<file path="src/rtl/fifo_rd_packer_if.sv">
// Bus bundle between the async FIFO read port, the packer and the next stage.
// Optional macro FIFO_RD_PACKER_FLUSH_EN adds the flush request and out_cnt.
// The master modport is the packer side; the slave modport is the
// environment (FIFO plus downstream consumer).
interface fifo_rd_packer_if #(
  parameter int MEMORY_WIDTH = 4,
  parameter int PACK_RATIO   = 4
);
  localparam int OUT_WIDTH = MEMORY_WIDTH * PACK_RATIO;
  localparam int CNT_W     = $clog2(PACK_RATIO + 1);

  logic                    r_empty;
  logic [MEMORY_WIDTH-1:0] rdata;
  logic                    r_en;
  logic [OUT_WIDTH-1:0]    out_data;
  logic                    out_valid;
  logic                    out_ready;
`ifdef FIFO_RD_PACKER_FLUSH_EN
  logic                    flush;
  logic [CNT_W-1:0]        out_cnt;

  modport master (
    input  r_empty, rdata, out_ready, flush,
    output r_en, out_data, out_valid, out_cnt
  );

  modport slave (
    output r_empty, rdata, out_ready, flush,
    input  r_en, out_data, out_valid, out_cnt
  );
`else
  modport master (
    input  r_empty, rdata, out_ready,
    output r_en, out_data, out_valid
  );

  modport slave (
    output r_empty, rdata, out_ready,
    input  r_en, out_data, out_valid
  );
`endif
endinterface

</file>
<file path="src/rtl/fifo_rd_packer.sv">
// Read-side FIFO consumer: pops MEMORY_WIDTH-bit entries and packs
// PACK_RATIO of them (first entry in the low slot) into one wide word,
// presented on a valid/ready output with one word of double buffering.
// Optional macro FIFO_RD_PACKER_FLUSH_EN adds a flush request that emits a
// zero-padded partial word and reports the filled slot count on out_cnt.
module fifo_rd_packer #(
  parameter int MEMORY_WIDTH = 4,
  parameter int PACK_RATIO   = 4
) (
  input logic              r_clk,
  input logic              rrst_n,
  fifo_rd_packer_if.master bus
);
  localparam int OUT_WIDTH = MEMORY_WIDTH * PACK_RATIO;
  localparam int CNT_W     = $clog2(PACK_RATIO + 1);
  localparam int IDX_W     = $clog2(PACK_RATIO);
  localparam logic [CNT_W-1:0] FULL_CNT = CNT_W'(PACK_RATIO);
  localparam logic [IDX_W-1:0] LAST_IDX = IDX_W'(PACK_RATIO - 1);

  typedef enum logic [0:0] {FILL, DONE} state_t;

  state_t               state;
  logic [CNT_W-1:0]     slot_cnt;
  logic                 in_flight;
  logic [IDX_W-1:0]     flight_idx;
  logic [OUT_WIDTH-1:0] acc;
  logic [OUT_WIDTH-1:0] acc_merged;
  logic [OUT_WIDTH-1:0] out_reg;
  logic                 out_valid_q;
  logic                 out_free;
  logic                 last_capture;
  logic                 flush_block;
  logic                 pop;

`ifdef FIFO_RD_PACKER_FLUSH_EN
  logic                 flush_pend;
  logic                 flush_take;
  logic [CNT_W-1:0]     out_cnt_q;

  // A flush only counts when the accumulator holds a genuine partial word.
  assign flush_take  = bus.flush && (state == FILL) &&
                       (slot_cnt != '0) && (slot_cnt < FULL_CNT);
  assign flush_block = flush_take || flush_pend;
  assign bus.out_cnt = out_cnt_q;
`else
  assign flush_block = 1'b0;
`endif

  // The output register can take a new word when empty or drained this cycle.
  assign out_free     = !out_valid_q || bus.out_ready;
  assign last_capture = in_flight && (flight_idx == LAST_IDX);

  // The slot counter already includes an in-flight pop, so it alone bounds popping.
  assign pop = rrst_n && !bus.r_empty && (state == FILL) &&
               (slot_cnt < FULL_CNT) && !flush_block;

  assign bus.r_en      = pop;
  assign bus.out_data  = out_reg;
  assign bus.out_valid = out_valid_q;

  // Accumulator view with the data returning this cycle already dropped into its slot.
  always_comb begin
    acc_merged = acc;
    if (in_flight) begin
      acc_merged[int'(flight_idx) * MEMORY_WIDTH +: MEMORY_WIDTH] = bus.rdata;
    end
  end

  // Slot bookkeeping, capture, FILL/DONE sequencing and output register load.
  always_ff @(posedge r_clk) begin
    if (!rrst_n) begin
      state       <= FILL;
      slot_cnt    <= '0;
      in_flight   <= 1'b0;
      flight_idx  <= '0;
      acc         <= '0;
      out_reg     <= '0;
      out_valid_q <= 1'b0;
`ifdef FIFO_RD_PACKER_FLUSH_EN
      flush_pend  <= 1'b0;
      out_cnt_q   <= '0;
`endif
    end else begin
      if (out_valid_q && bus.out_ready) begin
        out_valid_q <= 1'b0;
      end

      in_flight <= pop;
      if (pop) begin
        flight_idx <= slot_cnt[IDX_W-1:0];
        slot_cnt   <= slot_cnt + 1'b1;
      end

      if (in_flight) begin
        acc <= acc_merged;
      end

      case (state)
        FILL: begin
          if (last_capture) begin
            if (out_free) begin
              out_reg     <= acc_merged;
              out_valid_q <= 1'b1;
              acc         <= '0;
              slot_cnt    <= '0;
`ifdef FIFO_RD_PACKER_FLUSH_EN
              out_cnt_q   <= FULL_CNT;
`endif
            end else begin
              state <= DONE;
            end
          end
`ifdef FIFO_RD_PACKER_FLUSH_EN
          else if (flush_pend && !in_flight && out_free) begin
            out_reg     <= acc;
            out_valid_q <= 1'b1;
            out_cnt_q   <= slot_cnt;
            acc         <= '0;
            slot_cnt    <= '0;
            flush_pend  <= 1'b0;
          end else if (flush_take) begin
            flush_pend <= 1'b1;
          end
`endif
        end
        DONE: begin
          if (out_free) begin
            out_reg     <= acc;
            out_valid_q <= 1'b1;
            acc         <= '0;
            slot_cnt    <= '0;
            state       <= FILL;
`ifdef FIFO_RD_PACKER_FLUSH_EN
            out_cnt_q   <= FULL_CNT;
`endif
          end
        end
        default: state <= FILL;
      endcase
    end
  end
endmodule

</file>
<file path="src/flat_wrapper.sv">
// flat-port wrapper written by rule: the top's interface ports become plain ports
module fifo_rd_packer_flat 
#(
  parameter int MEMORY_WIDTH = 4,
  parameter int PACK_RATIO   = 4
)
  (r_clk, rrst_n, bus_r_empty, bus_rdata, bus_out_ready, bus_r_en, bus_out_data, bus_out_valid);
  fifo_rd_packer_if #(.MEMORY_WIDTH(MEMORY_WIDTH), .PACK_RATIO(PACK_RATIO)) bus_i ();
  input logic r_clk;
  input logic rrst_n;
  input wire logic [$bits(bus_i.r_empty)-1:0] bus_r_empty;
  input wire logic [$bits(bus_i.rdata)-1:0] bus_rdata;
  input wire logic [$bits(bus_i.out_ready)-1:0] bus_out_ready;
  output wire logic [$bits(bus_i.r_en)-1:0] bus_r_en;
  output wire logic [$bits(bus_i.out_data)-1:0] bus_out_data;
  output wire logic [$bits(bus_i.out_valid)-1:0] bus_out_valid;
  assign bus_i.r_empty = bus_r_empty;
  assign bus_i.rdata = bus_rdata;
  assign bus_i.out_ready = bus_out_ready;
  assign bus_r_en = bus_i.r_en;
  assign bus_out_data = bus_i.out_data;
  assign bus_out_valid = bus_i.out_valid;
  fifo_rd_packer #(.MEMORY_WIDTH(MEMORY_WIDTH), .PACK_RATIO(PACK_RATIO)) u_core (.r_clk(r_clk), .rrst_n(rrst_n), .bus(bus_i));
endmodule
</file>
<file path="config.mk">
export PLATFORM = sky130hd
export DESIGN_NAME = fifo_rd_packer_flat
export DESIGN_NICKNAME = d
export VERILOG_FILES = /design/src/rtl/fifo_rd_packer_if.sv /design/src/rtl/fifo_rd_packer.sv /design/src/flat_wrapper.sv
export SDC_FILE = /design/constraint.sdc
export NUM_CORES = 1
export LEC_CHECK = 0
export CELL_PAD_IN_SITES_DETAIL_PLACEMENT = 1
export CELL_PAD_IN_SITES_GLOBAL_PLACEMENT = 1
export CORE_MARGIN = 1
export CORE_UTILIZATION = 40
export DETAILED_ROUTE_END_ITERATION = 10
export PLACE_DENSITY_LB_ADDON = 0.1
export SETUP_SLACK_MARGIN = 0.3
export SLEW_MARGIN = 20
export SYNTH_ARGS = -nofsm -noshare
export SYNTH_HDL_FRONTEND = slang
export SYNTH_SLANG_ARGS = --single-unit
</file>
<file path="constraint.sdc">
create_clock -name r_clk -period 5.35 [get_ports r_clk]
set_input_delay 0.8025 -clock r_clk [delete_from_list [all_inputs] [get_ports r_clk]]
set_output_delay 0.8025 -clock r_clk [all_outputs]
set_load 0.1 [all_outputs]
</file>
### Yosys cells after proc, flatten, opt, wreduce, memory -nomap -nowiden

Index checks and enable logic that the tools add are counted.

| operators by class | value |
|---|---|
| shifts and indexed selects | 2 |
| muxes and demuxes | 21 |
| multipliers | 0 |
| reduce and logical (&&, ||, !) cells | 9 |
| $add $sub $neg | 2 |
| div/mod/pow operators | 0 |
| bitwise logic cells | 1 |
| equality and inequality tests | 4 |
| order comparisons | 1 |

Operators by type and width:

| kind | number |
|---|---|
| $mux W16 | 7 |
| $pmux W16 S2 | 2 |
| $neg A4 Y33 | 1 |
| $shift A4 B33 Y16 const A | 1 |
| $shiftx A4 B33 Y16 | 1 |
| $bwmux W16 | 1 |
| $mux W3 | 3 |
| $pmux W3 S2 | 1 |
| $logic_and A1 B1 Y1 | 5 |
| $mux W1 | 5 |
| $ne A2 B1 Y1 const B | 2 |
| $pmux W1 S2 | 2 |
| $add A3 B1 Y3 const B | 1 |
| $lt A3 B3 Y1 const B | 1 |
| $reduce_and A3 Y1 | 1 |
| $eq A2 B2 Y1 const B | 1 |
| $logic_not A1 Y1 | 2 |
| $ne A2 B2 Y1 const B | 1 |
| $logic_or A1 B1 Y1 | 1 |
| $not A1 Y1 | 1 |

| storage, ports and cells | value |
|---|---|
| register bits | 40 |
| memory bits (read-only) | 0 |
| memories | 0 |
| bits in latches | 0 |
| bits in writable memories | 0 |

### Logic depth before layout (Yosys ltp)

| depth | value |
|---|---|
| depth in word-level cells | 8 |
| mapped depth | 6 |

### Worst setup path before layout

No wires, ideal clock.

| timing | value |
|---|---|
| path kind | input to output |
| from | in bus_r_empty |
| to | out bus_r_en |
| data required time | 4.548 ns |
| arrival | 2.070 ns |
| path buffers | 0 |
| stages | 1 |
| slack | 2.477 ns |
| path through | nor4b_4 |

| between the ends | value |
|---|---|
| word-level cells in the longest chain between the ends | 4 |

RTL lines:

| what | RTL line | RTL |
|---|---|---|
| start: declaration | flat_wrapper.sv:11 | `input wire logic [$bits(bus_i.r_empty)-1:0] bus_r_empty;` |
| $logic_not A1 Y1 | fifo_rd_packer.sv:54 | `assign pop = rrst_n && !bus.r_empty && (state == FILL) &&` |
| $logic_and A1 B1 Y1 (3 in series) | fifo_rd_packer.sv:54 |  |
| end: declaration | flat_wrapper.sv:14 | `output wire logic [$bits(bus_i.r_en)-1:0] bus_r_en;` |

No other way between the ends.

### Worst setup path in the final report

| timing | value |
|---|---|
| from | in rrst_n |
| to | out bus_r_en |

| between the ends | value |
|---|---|
| word-level cells in the longest chain between the ends | 3 |

RTL lines:

| what | RTL line | RTL |
|---|---|---|
| start: declaration | flat_wrapper.sv:10 | `input logic rrst_n;` |
| $logic_and A1 B1 Y1 (3 in series) | fifo_rd_packer.sv:54 |  |

No other way between the ends.

==> results.md <==
* Outcome: completed
* P&R area growth vs syn at 20.4%
* Ys Warns at 0
* Worst hold path class: reg -> reg
* Post-CTS Resized at 0
* Worst Hold Endpoint: u_core.acc[14]
* Final Wtd Congestion at approximately 0.79
* Clock root cell: clkbuf_8
* Fmax at between 200 and 300 MHz
* Seq cells post-synth at 40
* Cell Area, Synth at roughly 0.0018 mm²
* Post-synth net total at ~190
* Post-synth top area share at 45.6%
* First-pass GRT wire length at 6980 µm
* Min-delay src: u_core.acc[14]
* Mapped Cells at 179
* WL/cell at about 17 µm
* DRC at 0
* Pwr dens at ~280 mW/mm²
* Htree depth at 2
* Die width at 68.3 µm
* Cell variety after synth at 39
* Clk_lat worst skew at 0.30 ns
* Synth area leaders: dfxtp_1, a221o_1, a22oi_1, and3_1, ha_1
* Total grt overflow at 0
* Final Hold Viols at 0
* Num CTS Buffers at 5
* ANT cells at 0
* Top cells by count, synth: dfxtp_1, nor2_1, nand2_1
* Hold slack at between 0.4 and 0.5 ns
* Layout Cell Area excl Fill at 0.00211 mm²
* Iter 0 DRT Violations at 54
* Final Max Slew Viols at 0
* Setup_tns at 0 ns
* Via count at about 1400
* Die height at 68.3 µm
* Count leader, synth: dfxtp_1
* Async SR Flop Fraction at 0%
* Synth area leader: dfxtp_1
* Post-DP Area at around 0.002 mm²
* Critical path class: in -> out
* Critical path arrival at approximately 3.1 ns
* EDFF count, synth at 0
* R2R Path End: u_core.bus.out_data[8]
* Pin count of the biggest net entering global routing at 18
* Minimum clock period at between 3 and 4 ns
* Critical-path maximum fanout at 8
* Final wirelength at roughly 4200 µm
* Hold path depth at 2
* # IOs at 26
* R2R Setup Slk at 3.28 ns
* Worst-case clock buffer depth at 2
* Post-DP HPWL at 3150 µm
* Vias in the first global route at 1434
* Register-to-Register Path Depth at 6
* Leakage at 0.820 nW
* FP Rows at 23
* RR Startpoint: u_core.flight_idx[0]
* Die footprint at roughly 0.0047 mm²
* Max-cap violations at 0
* Sequential element share of the synthesized area at ~46%
* Antenna Nets Post-Route at 0
* CP Data Required Time at about 4.6 ns
* Pre-antenna DRT Iters at 4
* Initial Utilization at about 43%
* Gr usage total at approximately 21%
* Fill count at around 470
* Slew at the pin closest to its max-slew limit at between 0.9 and 1 ns
* Worst setup SP type: primary input
* Synth Area per Inst at between 9 and 10 µm²
* Final Setup Violations at 0
* Core area at 0.00412 mm²
* Share of cells above drive strength 1 at between 10% and 20%
* Post-CTS setup buffers at 0
* CTS tree: built
* Worst vdd ir at about 170 µV
* Final Cycle Share at 73.0%
* Crit. End Element: output port
* Clk sinks at 40
* Clock skew at around 0.012 ns
* RSZ-0062 raised after global routing: no
* Initial antenna violation count at 0
* Vias per cell at roughly 5.6
* Nets at about 220
* Reg clk slew, reported paths at about 0.07 ns
* Hold_buf cts at 0
* Main synth FF type: dfxtp_1
* Port bufs at 25
* Max_slew headroom at between 30% and 40%
kinds of logic (layout without fill, tap and decap cells):
family / after synthesis / count (layout) / synth area share, %
simple gates: 71 / 71 / 24.3
buf+inv: 13 / 36 / 4.20
flops: 40 / 40 / 45.6
compound gates: 47 / 47 / 20.6
fa+ha+maj: 6 / 6 / 4.27
xor+xnor: 1 / 1 / 0.499
mux: 1 / 1 / 0.570
how the worst max path moves through the flow:
| stage | startpoint | to | slack [ns] |
|---|---|---|---|
| after global placement | rrst_n | bus_r_en | 1.52 |
| after global routing | rrst_n | bus_r_en | 1.38 |
| after detailed placement | rrst_n | bus_r_en | 1.45 |
| final | rrst_n | bus_r_en | 1.44 |
| after CTS | rrst_n | bus_r_en | 1.44 |
| after floorplan | bus_r_empty | bus_r_en | 2.48 |
layer usage:
layer / wire length (µm) / up-vias / global-route usage (%)
met5: 0 / - / 0
met4: 78 / 0 / 9.38
met3: 137 / 8 / 4.33
met2: 2000 / 27 / 35.7
met1: 1960 / 669 / 24.3
li1: - / 701 / -
power breakdown:
group	switching [mW]	internal [mW]	total, mW
registers	0.00364	0.301	0.304
clock network	0.106	0.138	0.245
logic	0.0244	0.0129	0.0373
total	0.134	0.452	0.586
area by class of cell:
type	instances	area, µm²	area share (%)
Tap cell	50	62.6	2.96
Clock buffer	6	72.6	3.43
Timing Repair Buffer	25	250	11.8
Sequential cell	40	801	37.9
Multi-Input combinational cell	126	882	41.7
Clock inverter	2	35.0	1.66
Inverter	3	11.3	0.533
placed cells by master, fill, tap and decap left out, types with 2 or more instances in the layout:
| master | n |
|---|---|
| dfxtp_1 | 40 |
| clkdlybuf4s50_1 | 25 |
| nor2_1 | 20 |
| nand2_1 | 13 |
| and3_1 | 12 |
| a22oi_1 | 10 |
| a21oi_1 | 9 |
| a221o_1 | 8 |
| o21ai_0 | 8 |
| ha_1 | 6 |
| nand4_1 | 5 |
| clkbuf_8 | 5 |
| nor2_2 | 4 |
| a22o_1 | 4 |
| a221o_2 | 4 |
| inv_1 | 2 |
| nand2b_1 | 2 |
| nor3_1 | 2 |
| nor4_4 | 2 |
metrics by stage:
stage | util [%] | worst slack (ns) | instances | power (mW)
after global placement | 48.8 | 1.52 | 244 | 0.347
after CTS | 51.4 | 1.44 | 252 | 0.592
after floorplan | - | 2.48 | 179 | 0.337
after global routing | 51.4 | 1.38 | 252 | 0.608
after detailed placement | 48.8 | 1.45 | 244 | 0.349
final | 51.4 | 1.44 | 252 | 0.586
sequential cells by signal, indices dropped and copies added (netlist names):
signal,count
u_core.acc,16
u_core.bus.out_data,16
u_core.slot_cnt,3
u_core.flight_idx,2
u_core.bus.out_valid,1
u_core.in_flight,1
u_core.state,1
worst max-delay path: stages:
cell and delay [ns]:
clkdlybuf4s50_1 0.58, nor4b_4 0.48, clkdlybuf4s50_1 1.23
Power figures use the tool's default switching activity.
